## src/rtl/pow_pkg.sv

```systemverilog
// Shared types and constants for the power-engine job dispatcher.
package pow_pkg;

    localparam int DATA_W    = 32;
    localparam int JOB_TAG_W = 4;

    typedef enum logic [1:0] {
        IDLE,
        ISSUE,
        WAIT_LOW,
        WAIT_HIGH
    } state_t;

    // Canonical job layout; the FIFO stores jobs packed in this field order.
    typedef struct packed {
        logic [DATA_W-1:0]    a;
        logic [DATA_W-1:0]    b;
        logic [JOB_TAG_W-1:0] tag;
    } job_t;

endpackage

```

## src/rtl/pow_job_fifo.sv

```systemverilog
// Synchronous first-word-fall-through FIFO holding queued power jobs.
module pow_job_fifo #(
    parameter int DEPTH = 4,
    parameter int WIDTH = 68
) (
    input  logic             clk,
    input  logic             reset,
    input  logic             push,
    input  logic             pop,
    input  logic [WIDTH-1:0] wdata,
    output logic [WIDTH-1:0] rdata,
    output logic             full,
    output logic             empty
);

    localparam int AW = $clog2(DEPTH);

    logic [WIDTH-1:0] mem [DEPTH];
    logic [AW-1:0]    wr_ptr;
    logic [AW-1:0]    rd_ptr;
    logic [AW:0]      count;
    logic             do_push;
    logic             do_pop;

    // full is taken from the pre-pop count, so a push in a pop cycle on a full FIFO is refused
    assign full    = (count == (AW+1)'(DEPTH));
    assign empty   = (count == '0);
    assign do_push = push && !full;
    assign do_pop  = pop && !empty;
    assign rdata   = mem[rd_ptr];

    always_ff @(posedge clk) begin
        if (!reset) begin
            wr_ptr <= '0;
            rd_ptr <= '0;
            count  <= '0;
        end else begin
            if (do_push) wr_ptr <= wr_ptr + 1'b1;
            if (do_pop)  rd_ptr <= rd_ptr + 1'b1;
            if (do_push && !do_pop)      count <= count + 1'b1;
            else if (!do_push && do_pop) count <= count - 1'b1;
        end
    end

    always_ff @(posedge clk) begin
        if (do_push) mem[wr_ptr] <= wdata;
    end

endmodule

```

## src/rtl/pow_dispatch.sv

```systemverilog
// Job front-end for the square-and-multiply engine: queues jobs, issues one at a
// time, and returns (result, tag) on a valid/ready port in job order.
module pow_dispatch #(
    parameter int DATA_W = pow_pkg::DATA_W,
    parameter int TAG_W  = pow_pkg::JOB_TAG_W,
    parameter int DEPTH  = 4
) (
    input  logic              clk,
    input  logic              reset,
    input  logic              in_valid,
    output logic              in_ready,
    input  logic [DATA_W-1:0] in_a,
    input  logic [DATA_W-1:0] in_b,
    input  logic [TAG_W-1:0]  in_tag,
    output logic              eng_start,
    output logic [DATA_W-1:0] eng_a,
    output logic [DATA_W-1:0] eng_b,
    input  logic [DATA_W-1:0] eng_result,
    input  logic              eng_done,
    output logic              out_valid,
    input  logic              out_ready,
    output logic [DATA_W-1:0] out_result,
    output logic [TAG_W-1:0]  out_tag,
    output logic              busy,
    output logic [15:0]       jobs_done
);

    import pow_pkg::*;

    localparam int JW = 2*DATA_W + TAG_W;

    state_t           state;
    state_t           state_nxt;
    logic             fifo_full;
    logic             fifo_empty;
    logic             pop;
    logic             capture;
    logic [JW-1:0]    head;
    logic [TAG_W-1:0] tag_q;

    pow_job_fifo #(.DEPTH(DEPTH), .WIDTH(JW)) u_fifo (
        .clk   (clk),
        .reset (reset),
        .push  (in_valid),
        .pop   (pop),
        .wdata ({in_a, in_b, in_tag}),
        .rdata (head),
        .full  (fifo_full),
        .empty (fifo_empty)
    );

    assign in_ready  = !fifo_full;
    assign eng_start = (state == ISSUE);
    assign busy      = !fifo_empty || (state != IDLE) || out_valid;

    // Holding off issue while out_valid is high keeps one job in flight and
    // guarantees a pending result is never overwritten.
    always_comb begin
        state_nxt = state;
        pop       = 1'b0;
        capture   = 1'b0;
        case (state)
            IDLE: begin
                if (!fifo_empty && !out_valid) begin
                    pop       = 1'b1;
                    state_nxt = ISSUE;
                end
            end
            ISSUE:     state_nxt = WAIT_LOW;
            // done is still high from the previous job until the engine starts
            WAIT_LOW:  if (!eng_done) state_nxt = WAIT_HIGH;
            WAIT_HIGH: begin
                if (eng_done) begin
                    capture   = 1'b1;
                    state_nxt = IDLE;
                end
            end
            default:   state_nxt = IDLE;
        endcase
    end

    always_ff @(posedge clk) begin
        if (!reset) state <= IDLE;
        else        state <= state_nxt;
    end

    always_ff @(posedge clk) begin
        if (!reset) begin
            eng_a      <= '0;
            eng_b      <= '0;
            tag_q      <= '0;
            out_valid  <= 1'b0;
            out_result <= '0;
            out_tag    <= '0;
            jobs_done  <= '0;
        end else begin
            if (pop) {eng_a, eng_b, tag_q} <= head;
            if (capture) begin
                out_valid  <= 1'b1;
                out_result <= eng_result;
                out_tag    <= tag_q;
            end else if (out_valid && out_ready) begin
                out_valid <= 1'b0;
            end
            if (out_valid && out_ready) jobs_done <= jobs_done + 16'd1;
        end
    end

endmodule
```

## config.mk

```make
export PLATFORM = sky130hd
export DESIGN_NAME = pow_dispatch
export DESIGN_NICKNAME = d
export VERILOG_FILES = /design/src/rtl/pow_pkg.sv /design/src/rtl/pow_job_fifo.sv /design/src/rtl/pow_dispatch.sv
export SDC_FILE = /design/constraint.sdc
export NUM_CORES = 1
export LEC_CHECK = 0
export ABC_AREA = 0
export ABC_CLOCK_PERIOD_IN_PS = 6540
export CAP_MARGIN = 40
export CELL_PAD_IN_SITES_DETAIL_PLACEMENT = 1
export CELL_PAD_IN_SITES_GLOBAL_PLACEMENT = 2
export CORE_UTILIZATION = 41
export CTS_CLUSTER_DIAMETER = 150
export DETAILED_ROUTE_END_ITERATION = 12
export MAX_ROUTING_LAYER = met4
export PLACE_DENSITY_LB_ADDON = 0.1
export SLEW_MARGIN = 40
export SYNTH_ARGS = -nofsm -noshare
export SYNTH_HDL_FRONTEND = slang
export SYNTH_SLANG_ARGS = --single-unit
```

## constraint.sdc

```tcl
create_clock -name clk -period 6.54 [get_ports clk]
set_clock_uncertainty 0.15 [all_clocks]
set_input_delay 1.308 -clock clk [delete_from_list [all_inputs] [get_ports clk]]
set_output_delay 1.308 -clock clk [all_outputs]
set_load 0.03 [all_outputs]
```

# After elaboration in Yosys (flattened, before gate mapping)
# Memories as Yosys holds them, arrays and structs flattened. A register that Yosys moved wholly into a read port is not among the register bits.
# Index checks and enable logic that the tools add are counted.
[op_classes]
addsub = 5
eq_ne = 7
n_mux = 14
n_reduce_logical = 20
[ops]
columns = ["operator", "count"]
rows = [
  ["$add A16 B1 Y16 const B", 1],
  ["$mux W1", 8],
  ["$pmux W2 S4", 1],
  ["$logic_and A1 B1 Y1", 6],
  ["$logic_not A1 Y1", 6],
  ["$mux W2", 3],
  ["$mux W3", 2],
  ["$ne A2 B2 Y1 const B", 3],
  ["$reduce_bool A2 Y1", 3],
  ["$add A2 B1 Y2 const B", 2],
  ["$eq A2 B2 Y1 const B", 2],
  ["$add A3 B1 Y3 const B", 1],
  ["$eq A3 B3 Y1 const B", 1],
  ["$logic_not A3 Y1", 1],
  ["$reduce_and A3 Y1", 1],
  ["$sub A3 B1 Y3 const B", 1],
  ["$eq A2 B1 Y1 const B", 1],
  ["$logic_not A2 Y1", 1],
  ["$logic_or A1 B1 Y1", 2],
]
[totals]
ff_bits = 62
ramBits = 272
in_bits = 105
out_inout_bits = 120
elab_cells = 55
mem_count = 1
[memory_table]
columns = ["memory", "depth", "word_bits", "rd", "rd_clocked_by_memory_dff", "wr", "line_no", "text"]
rows = [
  ["u_fifo.mem", 4, 68, 1, 1, 1, "pow_job_fifo.sv:18", "logic [WIDTH-1:0] mem [DEPTH];"],
]

# Logic depth before layout (Yosys ltp)
# Gate-level depths: netlist of run 1.
[depth]
ltp_word = 9
mapped_depth = 13
depth_no_buf = 11

# Cells and area by module
# Synthesis of run 1 repeated with hierarchy kept, for this count alone.
[hier_totals]
cells_unflattened = 965
area_unflattened_um2 = 15083.2
[by_module_without_submodules]
columns = ["module", "n_inst", "cells_per_inst", "area_each_um2"]
rows = [
  ["pow_job_fifo", 1, 404, 10307.4],
  ["pow_dispatch", 1, 561, 4775.8],
]

# Worst setup path after synthesis of run 1
# Ideal clock, no wire load.
[synth_path]
kind = "input to register"
startpoint = "input port in_valid"
endpoint = "memory u_fifo.mem[0][0] (enable)"
setup_ns = 0.433
t_arrival_ns = 3.344
required_time_ns = 5.957
slack_ns = 2.613
cell_stages = 2
n_path_buf = 0
path_cell_list = "a21boi_1 and2_1"
[synth_between]
elab_chain_len = 3
[synth_rtl]
columns = ["element", "line_no", "text"]
rows = [
  ["start: declaration", "pow_dispatch.sv:10", "input logic in_valid,"],
  ["$logic_and A1 B1 Y1", "pow_job_fifo.sv:28", "assign do_push = push && !full;"],
  ["$mux W1", "pow_job_fifo.sv:46", "if (do_push) mem[wr_ptr] <= wdata;"],
  ["$mux W1 (not written as such)", "pow_job_fifo.sv:46", ""],
  ["end: declaration", "pow_job_fifo.sv:18", ""],
]
# Every way passes these cells.

# Worst setup path after layout of run 1
[layout_path]
startpoint = "register state[0]"
endpoint = "output port busy"
[layout_between]
elab_chain_len = 3
[layout_rtl]
columns = ["element", "line_no", "text"]
rows = [
  ["start: declaration", "pow_dispatch.sv:32", "state_t state;"],
  ["start signal: assignment", "pow_dispatch.sv:84", "else state <= state_nxt;"],
  ["$reduce_bool A2 Y1", "pow_dispatch.sv:54", "assign busy = !fifo_empty || (state != IDLE) || out_valid;"],
  ["$logic_or A1 B1 Y1 (2 in series)", "pow_dispatch.sv:54", ""],
  ["end: declaration", "pow_dispatch.sv:24", "output logic busy,"],
]
# Every way passes these cells.

==> flow_metrics.py, run 1 <==
metrics = {
    "status": {
        "status": "completed",
    },
    "grt": {
        "grt_pass1_vias": 9185,
        "track_usage_pct": 19.2,
        "grt_pass1_wl_um": 52000,
        "grt_max_degree": 87,
        "antenna_found_initial": 2,
        "gr-total-overflow": 0,
    },
    "yosys": {
        "synthesis.nets": 1077,
        "ys_warn_count": 0,
        "synthTopCellsByArea": "edfxtp_1 (55%), dfxtp_1 (18%), mux4_2 (10%)",
        "yosysTopAreaCellShare_pct": 55.4,
        "synth_edf_count": 272,
        "yosysSeqAreaShare_pct": 73.1,
        "synth_ff_type": "edfxtp_1",
        "syn_area_um2": 14700,
        "postSynth.asyncResetShare_pct": 0,
        "synth_seq_cells": 402,
        "synth_cells": 960,
        "synth_cell_types": 34,
        "syn_area_per_cell_um2": 15.4,
        "yosysTopAreaCell": "edfxtp_1",
    },
    "sta": {
        "hold_viol": 0,
        "maxSlewViolCount": 0,
        "tightest_slew_ns": 0.735,
        "rsz0062_at_grt": "no",
        "relSlewSlack_pct": 51.0,
        "finalSetupViolations": 0,
        "finalCritPeriodShare_pct": 55.4,
        "max_freq_ghz": 0.276,
        "setup-tns-final_ns": 0,
        "period_needed_ns": 3.62,
    },
    "floorplanning": {
        "num_rows": 69,
        "start_util_pct": 41.5,
        "dieArea_um2": 36700,
        "core_um2": 35500,
        "die_w_um": 192,
        "dieHeight_um": 192,
        "ioPinCount": 225,
    },
    "routing": {
        "num_vias": 8633,
        "wl_um": 33700,
        "wl_per_cell_um": 20.0,
        "viasPerCell": 5.11,
        "route.detailed.drc": 0,
        "drt_iter0_markers": 309,
        "firstDrtPassIters": 4,
        "ant_nets": 0,
    },
    "power": {
        "netSwitchingFraction_pct": 30.3,
        "p_total_mw": 7.73,
        "ir_drop_v": 0.000265,
        "clockPowerShare_pct": 31.0,
        "seqPwrFrac_pct": 42.5,
        "leakagePower_nw": 6.20,
        "intPower_mw": 5.39,
        "switchingPower_mw": 2.34,
        "p_per_area_nw_per_um2": 407,
        "comb_power_share_pct": 26.5,
    },
    "cts": {
        "clockRootBuffer": "clkbuf_16",
        "cts_made_buffers": 43,
        "clk_latency_ns": 0.53,
        "cts_setup_buffers": 0,
        "clk_pin_slew_ns": 0.06,
        "numClockSinks": 402,
        "ctsHoldBuffers": 0,
        "htree_levels": 2,
        "cts_tree": "yes",
        "clock_path_buffers": 3,
        "cts.repair.resized": 0,
    },
    "worst_hold_path": {
        "hold_class": "reg -> reg",
    },
    "setup_path": {
        "regToRegSetupSlack_ns": 3.80,
        "cp-end-kind": "output port",
        "arrival_ns": 2.16,
        "timing.rr.start": "u_fifo.count[0]",
        "crit_path_end": "busy",
        "crit_type": "reg -> out",
        "crit_chain": "inv_1 > ha_1 > nor2b_1 > nand2_1 > clkdlybuf4s50_1",
        "r2r_cells": 8,
        "crit_fanout": 4,
        "cp_slowest_cell": "clkdlybuf4s50_1",
        "max_stage_delay_ns": 0.70,
        "start_kind": "flip-flop",
        "timing.rr.end": "u_fifo.count[2]",
        "crit_required_ns": 5.08,
        "cp-startpoint": "state[0]",
    },
    "final_layout": {
        "layout-drive-gt1-share_pct": 14.5,
        "final_common_cell": "edfxtp_1",
        "final_cell_mix": "edfxtp_1 (272), clkdlybuf4s50_1 (224), nand2_1 (205)",
        "synthToLayoutAreaGrowth_pct": 29.1,
        "multi_input_area_um2": 3690,
        "nFillCells": 3449,
        "seq_area_um2": 10800,
        "fin_cells": 1690,
        "final_net_count": 1310,
    },
    "place": {
        "dp_hpwl_um": 21300,
        "port_buffers": 224,
        "dp.cells": 1609,
        "gp_congestion": 0.706,
    },
    "run": {
        "max_cap_viol_count": 0,
    },
}
[cell type report]
| class | instances | share of cell area, % |
|---|---|---|
| Clock inverter | 13 | 0.835 |
| Multi-Input combinational cell | 496 | 19.4 |
| Timing Repair Buffer | 241 | 13.3 |
| Clock buffer | 66 | 6.54 |
| Inverter | 9 | 0.210 |
| Sequential cell | 402 | 56.7 |
| Antenna cell | 2 | 0.0263 |
| Tap cell | 461 | 3.03 |
[critical path, delay by kind of cell (launching register included)]
kind                       cells  cell delay, ns
adders and majority gates      1            0.21
DFF                            1            0.39
buffers and inverters          2            0.80
and+or+nand+nor                2            0.23
[synthesized netlist by cell type (2+ instances only)]
library cell	number
and4_1	2
buf_2	17
buf_6	2
nand2_2	10
xnor2_1	7
nand2b_1	3
ha_1	11
or3_1	4
nor2_1	21
a21oi_2	10
dfxtp_1	130
and2_1	9
nand2_1	205
nand3_1	8
nand4_1	8
inv_1	8
xor2_1	8
a21oi_1	100
nor3_1	5
mux4_2	68
clkbuf_1	32
mux2i_1	6
edfxtp_1	272
o21ai_0	4
[power groups by stage]
stage | Combinational, mW | Clock (mW) | Sequential, mW
floorplan | 1.00 | 0 | 3.60
global placement | 1.94 | 0 | 3.38
detailed placement | 2.10 | 0 | 3.34
CTS | 2.11 | 2.47 | 3.29
global route | 2.23 | 2.55 | 3.33
finish | 2.05 | 2.40 | 3.28
[through the flow]
step,hold slack (ns),utilization [%],setup WS [ns],cell area [um^2]
after floorplan,0.282,-,2.61,14700
after global placement,0.291,48.9,2.67,17400
after detailed placement,0.296,49.6,2.57,17600
after CTS,0.305,53.6,2.89,19000
after global routing,0.315,53.6,2.81,19000
final,0.302,53.6,2.92,19000
[kinds of logic (layout without fill, tap and decap cells)]
logic type | after synthesis | count (layout) | synth area share [%]
multiplexers | 74 | 74 | 10.8
AO/OA/AOI/OAI | 119 | 119 | 4.41
XOR/XNOR | 15 | 15 | 0.891
buffers and inverters | 62 | 329 | 1.94
adder cells (fa/ha/maj) | 12 | 12 | 1.07
flip-flops | 402 | 402 | 73.1
AND/OR/NAND/NOR | 276 | 276 | 7.80
other | 0 | 2 | 0
[worst min path at each step]
stage / startpoint / endpoint / slack (ns) / cells past startpoint
after floorplan: tag_q[0] / out_tag[0] / 0.28 / 2
after global placement: out_result[25] / out_result[25] / 0.29 / 2
after detailed placement: out_result[19] / out_result[19] / 0.30 / 2
after CTS: out_result[19] / out_result[19] / 0.30 / 2
after global routing: tag_q[2] / out_tag[2] / 0.31 / 2
final: out_result[21] / out_result[21] / 0.30 / 2
[routing by layer]
layer	global-route usage [%]	share of wire, %
met2	31.8	49
met4	4.98	1.9
met5	-	0
met3	3.62	5.1
met1	24.3	44
[state kept, by name (all words and copies together) (netlist names)]
| signal | cells |
|---|---|
| eng_a | 32 |
| eng_b | 32 |
| jobs_done | 16 |
| out_result | 32 |
| out_tag | 4 |
| out_valid | 1 |
| state | 2 |
| tag_q | 4 |
| u_fifo.count | 3 |
| u_fifo.mem | 272 |
| u_fifo.rd_ptr | 2 |
| u_fifo.wr_ptr | 2 |
(Power assumes the default switching activity.)
==> run 2: changes to the inputs <==
--- a/config.mk
+++ b/config.mk
@@ -6,11 +6,11 @@
 export NUM_CORES = 1
 export LEC_CHECK = 0
 export ABC_AREA = 0
-export ABC_CLOCK_PERIOD_IN_PS = 6540
+export ABC_CLOCK_PERIOD_IN_PS = 3000
 export CAP_MARGIN = 40
 export CELL_PAD_IN_SITES_DETAIL_PLACEMENT = 1
 export CELL_PAD_IN_SITES_GLOBAL_PLACEMENT = 2
-export CORE_UTILIZATION = 41
+export CORE_UTILIZATION = 34
 export CTS_CLUSTER_DIAMETER = 150
 export DETAILED_ROUTE_END_ITERATION = 12
 export MAX_ROUTING_LAYER = met4
==> constraint.sdc (replaced) <==
create_clock -name clk -period 3 [get_ports clk]
set_clock_uncertainty 0.15 [all_clocks]
set_input_delay 0.6 -clock clk [delete_from_list [all_inputs] [get_ports clk]]
set_output_delay 0.6 -clock clk [all_outputs]
set_load 0.03 [all_outputs]
==> flow_metrics.py, run 2 (synthesis gave the netlist of run 1 again) <==
metrics = {
    "power": {
        "ir_drop_v": 0.000525,
        "comb_power_share_pct": 26.3,
        "clockPowerShare_pct": 31.4,
        "switchingPower_mw": 5.13,
        "seqPwrFrac_pct": 42.3,
        "leakagePower_nw": 6.21,
        "intPower_mw": 11.7,
        "p_per_area_nw_per_um2": 880,
        "netSwitchingFraction_pct": 30.4,
    },
    "cts": {
        "cts_made_buffers": 44,
        "cts.repair.resized": 0,
        "clk_pin_slew_ns": 0.06,
        "clock_path_buffers": 3,
        "cts_setup_buffers": 0,
        "clockRootBuffer": "clkbuf_16",
        "cts_tree": "yes",
        "clk_latency_ns": 0.57,
        "ctsHoldBuffers": 0,
        "numClockSinks": 402,
        "htree_levels": 2,
    },
    "grt": {
        "track_usage_pct": 16.7,
        "antenna_found_initial": 5,
        "grt_pass1_wl_um": 54000,
        "grt_pass1_vias": 9137,
        "grt_max_degree": 70,
        "gr-total-overflow": 0,
    },
    "setup_path": {
        "cp-end-kind": "output port",
        "regToRegSetupSlack_ns": 0.48,
        "crit_fanout": 4,
        "timing.rr.end": "u_fifo.count[2]",
        "cp_slowest_cell": "clkdlybuf4s50_1",
        "crit_path_end": "eng_start",
        "start_kind": "flip-flop",
        "r2r_cells": 11,
        "crit_required_ns": 2.25,
        "crit_type": "reg -> out",
        "max_stage_delay_ns": 0.70,
        "crit_chain": "inv_1 > ha_1 > clkdlybuf4s50_1",
        "cp-startpoint": "state[1]",
        "timing.rr.start": "state[0]",
        "arrival_ns": 1.91,
    },
    "final_layout": {
        "final_net_count": 1315,
        "fin_area_um2": 19100,
        "nFillCells": 4245,
        "largest_reg_flops": 272,
        "synthToLayoutAreaGrowth_pct": 29.9,
        "final_common_cell": "edfxtp_1",
        "layout-drive-gt1-share_pct": 14.2,
        "largest_register": "u_fifo.mem",
        "fin_cells": 1815,
        "post-route-util_pct": 45.2,
        "final_cell_mix": "edfxtp_1 (272), clkdlybuf4s50_1 (223), nand2_1 (205)",
    },
    "sta": {
        "relSlewSlack_pct": 52.7,
        "period_needed_ns": 2.66,
        "maxSlewViolCount": 0,
        "tightest_slew_ns": 0.710,
        "setup-tns-final_ns": 0,
        "finalSetupViolations": 0,
        "rsz0062_at_grt": "no",
        "hold_viol": 0,
        "max_freq_ghz": 0.377,
        "finalCritPeriodShare_pct": 88.5,
    },
    "routing": {
        "firstDrtPassIters": 6,
        "viasPerCell": 4.71,
        "num_vias": 8543,
        "ant_nets": 0,
        "wl_um": 35000,
        "wl_per_cell_um": 19.3,
        "drt_iter0_markers": 386,
        "route.detailed.drc": 0,
    },
    "floorplanning": {
        "start_util_pct": 34.8,
        "num_rows": 75,
        "ioPinCount": 225,
        "die_w_um": 210,
        "core_um2": 42300,
        "dieHeight_um": 210,
        "dieArea_um2": 44200,
    },
    "place": {
        "dp_hpwl_um": 20400,
        "port_buffers": 224,
        "dp.cells": 1729,
        "gp_congestion": 0.710,
        "place_area_um2": 17700,
    },
    "worst_hold_path": {
        "hold_class": "reg -> reg",
    },
    "status": {
        "status": "completed",
    },
    "run": {
        "max_cap_viol_count": 0,
    },
}
## run 2: final cells by class
class,instances,area [um^2],share of cell area (%)
Clock inverter,15,183,0.954
Antenna cell,5,12.5,0.0653
Inverter,9,37.5,0.196
Sequential cell,402,10800,56.3
Timing Repair Buffer,245,2510,13.1
Multi-Input combinational cell,496,3690,19.3
Clock buffer,66,1210,6.34
Tap cell,577,722,3.77
## run 2: stage by stage
| step | setup WS [ns] | hold slack [ns] | power, mW |
|---|---|---|---|
| after floorplan | 0.298 | 0.282 | 10.0 |
| after global placement | 0.210 | 0.290 | 11.8 |
| after detailed placement | 0.234 | 0.297 | 11.8 |
| after CTS | 0.0223 | 0.305 | 17.2 |
| after global routing | 0.233 | 0.320 | 17.7 |
| final | 0.345 | 0.302 | 16.8 |
## run 2: worst min path at each step
stage,start,to,depth (start not counted)
after floorplan,tag_q[0],out_tag[0],2
after global placement,tag_q[3],out_tag[3],2
after detailed placement,out_result[17],out_result[17],2
after CTS,tag_q[2],out_tag[2],2
after global routing,tag_q[1],out_tag[1],2
final,out_result[17],out_result[17],2
## run 2: critical path: cells and delay by family (launching register included)
kind	cells	cell delay [ns]
buffers and inverters	2	0.82
adders and majority gates	1	0.19
DFF	1	0.33
## run 2: power by group through the flow
stage,Sequential (mW),Clock [mW],Combinational [mW]
final,7.12,5.29,4.44
after CTS,7.14,5.50,4.60
after global routing,7.21,5.68,4.85
after floorplan,7.84,0,2.19
after global placement,7.23,0,4.56
after detailed placement,7.26,0,4.58
## run 2: metal layers
metal | GRT usage [%] | vias to the layer above | share of wire [%]
met1 | 20.2 | 4289 | 43
met2 | 27.6 | 186 | 50
met4 | 5.61 | 0 | 1.9
li1 | - | 4023 | -
met5 | - | - | 0
met3 | 3.84 | 45 | 5.2
==> run 3: changes to the inputs <==
--- a/config.mk
+++ b/config.mk
@@ -15,6 +15,7 @@
 export DETAILED_ROUTE_END_ITERATION = 12
 export MAX_ROUTING_LAYER = met4
 export PLACE_DENSITY_LB_ADDON = 0.1
+export SETUP_SLACK_MARGIN = 0.5
 export SLEW_MARGIN = 40
 export SYNTH_ARGS = -nofsm -noshare
 export SYNTH_HDL_FRONTEND = slang
==> flow_metrics.py, run 3 (synthesis gave the netlist of run 1 again) <==
metrics = {
    "status": {
        "status": "completed",
    },
    "routing": {
        "firstDrtPassIters": 5,
        "wl_per_cell_um": 19.8,
        "ant_nets": 0,
        "viasPerCell": 4.77,
        "wl_um": 36000,
        "route.detailed.drc": 0,
        "drt_iter0_markers": 425,
        "num_vias": 8666,
    },
    "cts": {
        "clk_pin_slew_ns": 0.06,
        "htree_levels": 2,
        "clk_latency_ns": 0.57,
        "cts_tree": "yes",
        "clockRootBuffer": "clkbuf_16",
        "cts_made_buffers": 45,
        "clock_path_buffers": 3,
        "numClockSinks": 402,
    },
    "floorplanning": {
        "num_rows": 75,
        "ioPinCount": 225,
        "start_util_pct": 34.8,
        "dieArea_um2": 44200,
        "dieHeight_um": 210,
        "core_um2": 42300,
        "die_w_um": 210,
    },
    "worst_hold_path": {
        "hold_depth": 2,
        "hold_start": "out_result[25]",
        "holdPathEnd": "out_result[25]",
        "hold_class": "reg -> reg",
    },
    "sta": {
        "finalCritPeriodShare_pct": 81.2,
        "tightest_slew_ns": 0.710,
        "max_freq_ghz": 0.411,
        "period_needed_ns": 2.44,
        "finalSetupViolations": 0,
        "relSlewSlack_pct": 52.7,
        "maxSlewViolCount": 0,
        "setup-tns-final_ns": 0,
        "hold_viol": 0,
        "rsz0062_at_grt": "no",
    },
    "setup_path": {
        "crit_type": "reg -> out",
        "critical_path.top_delay_family": "buffers and inverters",
        "r2r_cells": 9,
        "arrival_ns": 1.69,
        "timing.rr.start": "u_fifo.count[2]",
        "crit_fanout": 5,
        "max_stage_delay_ns": 0.71,
        "cp-startpoint": "jobs_done[1]",
        "critPathBufInv": 1,
        "cp-end-kind": "output port",
        "crit_required_ns": 2.25,
        "crit_chain": "clkdlybuf4s50_1",
        "cp_slowest_cell": "clkdlybuf4s50_1",
        "start_kind": "flip-flop",
        "regToRegSetupSlack_ns": 0.61,
        "timing.rr.end": "u_fifo.count[2]",
    },
    "power": {
        "leakagePower_nw": 6.43,
        "p_total_mw": 17.4,
        "p_per_area_nw_per_um2": 898,
        "ir_drop_v": 0.000517,
    },
    "grt": {
        "track_usage_pct": 17.2,
        "grt_pass1_wl_um": 55800,
        "antenna_found_initial": 1,
        "gr-total-overflow": 0,
        "grt_max_degree": 70,
        "grt_pass1_vias": 9275,
    },
    "final_layout": {
        "final_net_count": 1320,
        "final_cell_mix": "edfxtp_1 (272), clkdlybuf4s50_1 (209), nand2_1 (205)",
        "fin_cells": 1817,
        "largest_register": "u_fifo.mem",
        "synthToLayoutAreaGrowth_pct": 31.8,
        "layout-drive-gt1-share_pct": 16.4,
        "final_common_cell": "edfxtp_1",
        "largest_reg_flops": 272,
    },
    "place": {
        "dp.cells": 1731,
        "gp_congestion": 0.725,
        "dp_hpwl_um": 22000,
        "port_buffers": 224,
    },
    "run": {
        "max_cap_viol_count": 0,
    },
}
## run 3: power by group
part,switching [mW],internal (mW)
registers,0.444,6.74
clock network,2.25,3.49
logic,2.61,1.90
## run 3: stage by stage
step,utilization (%),hold slack [ns],setup slack (ns),cell area [um^2]
6_report,45.9,0.302,0.564,19400
4_1_cts,45.7,0.304,0.321,19400
2_1_floorplan,-,0.282,0.419,14800
3_5_place_dp,42.1,0.296,0.144,17800
3_3_place_gp,42.1,0.292,0.172,17800
5_1_grt,45.9,0.320,0.515,19400
## run 3: how the worst max path moves through the flow
| stage | end | slack [ns] | cells after the start |
|---|---|---|---|
| finish | jobs_done[1] | 0.56 | 1 |
| global route | jobs_done[0] | 0.52 | 1 |
| CTS | busy | 0.32 | 5 |
| detailed placement | u_fifo.count[2] | 0.14 | 8 |
| global placement | u_fifo.count[2] | 0.17 | 8 |
| floorplan | u_fifo.count[2] | 0.42 | 13 |
## run 3: cell type report
type | count | area (um^2)
flip-flops and latches | 402 | 10800
clock buffers | 59 | 1220
inverters | 9 | 38.8
repair buffers | 249 | 2610
clock inverters | 24 | 323
multi-input cells | 496 | 3720
diodes | 1 | 2.50
well taps | 577 | 722
fillers | 4188 | 22900
## run 3: layer usage
| metal | share of wire (%) | track usage (%) | wire [um] | vias up |
|---|---|---|---|---|
| met5 | 0 | - | 0 | - |
| met4 | 2.3 | 5.71 | 846 | 0 |
| met3 | 5.0 | 3.47 | 1810 | 54 |
| met2 | 48 | 27.7 | 17300 | 209 |
| met1 | 44 | 21.6 | 16000 | 4374 |
| li1 | - | - | - | 4029 |
## run 3: repair_timing
action                     CTS  global route
resized for setup           11            19
buffers inserted             0             2
pin swaps                    0             4
setup endpoints to repair   11             6
hold buffers                 0             0
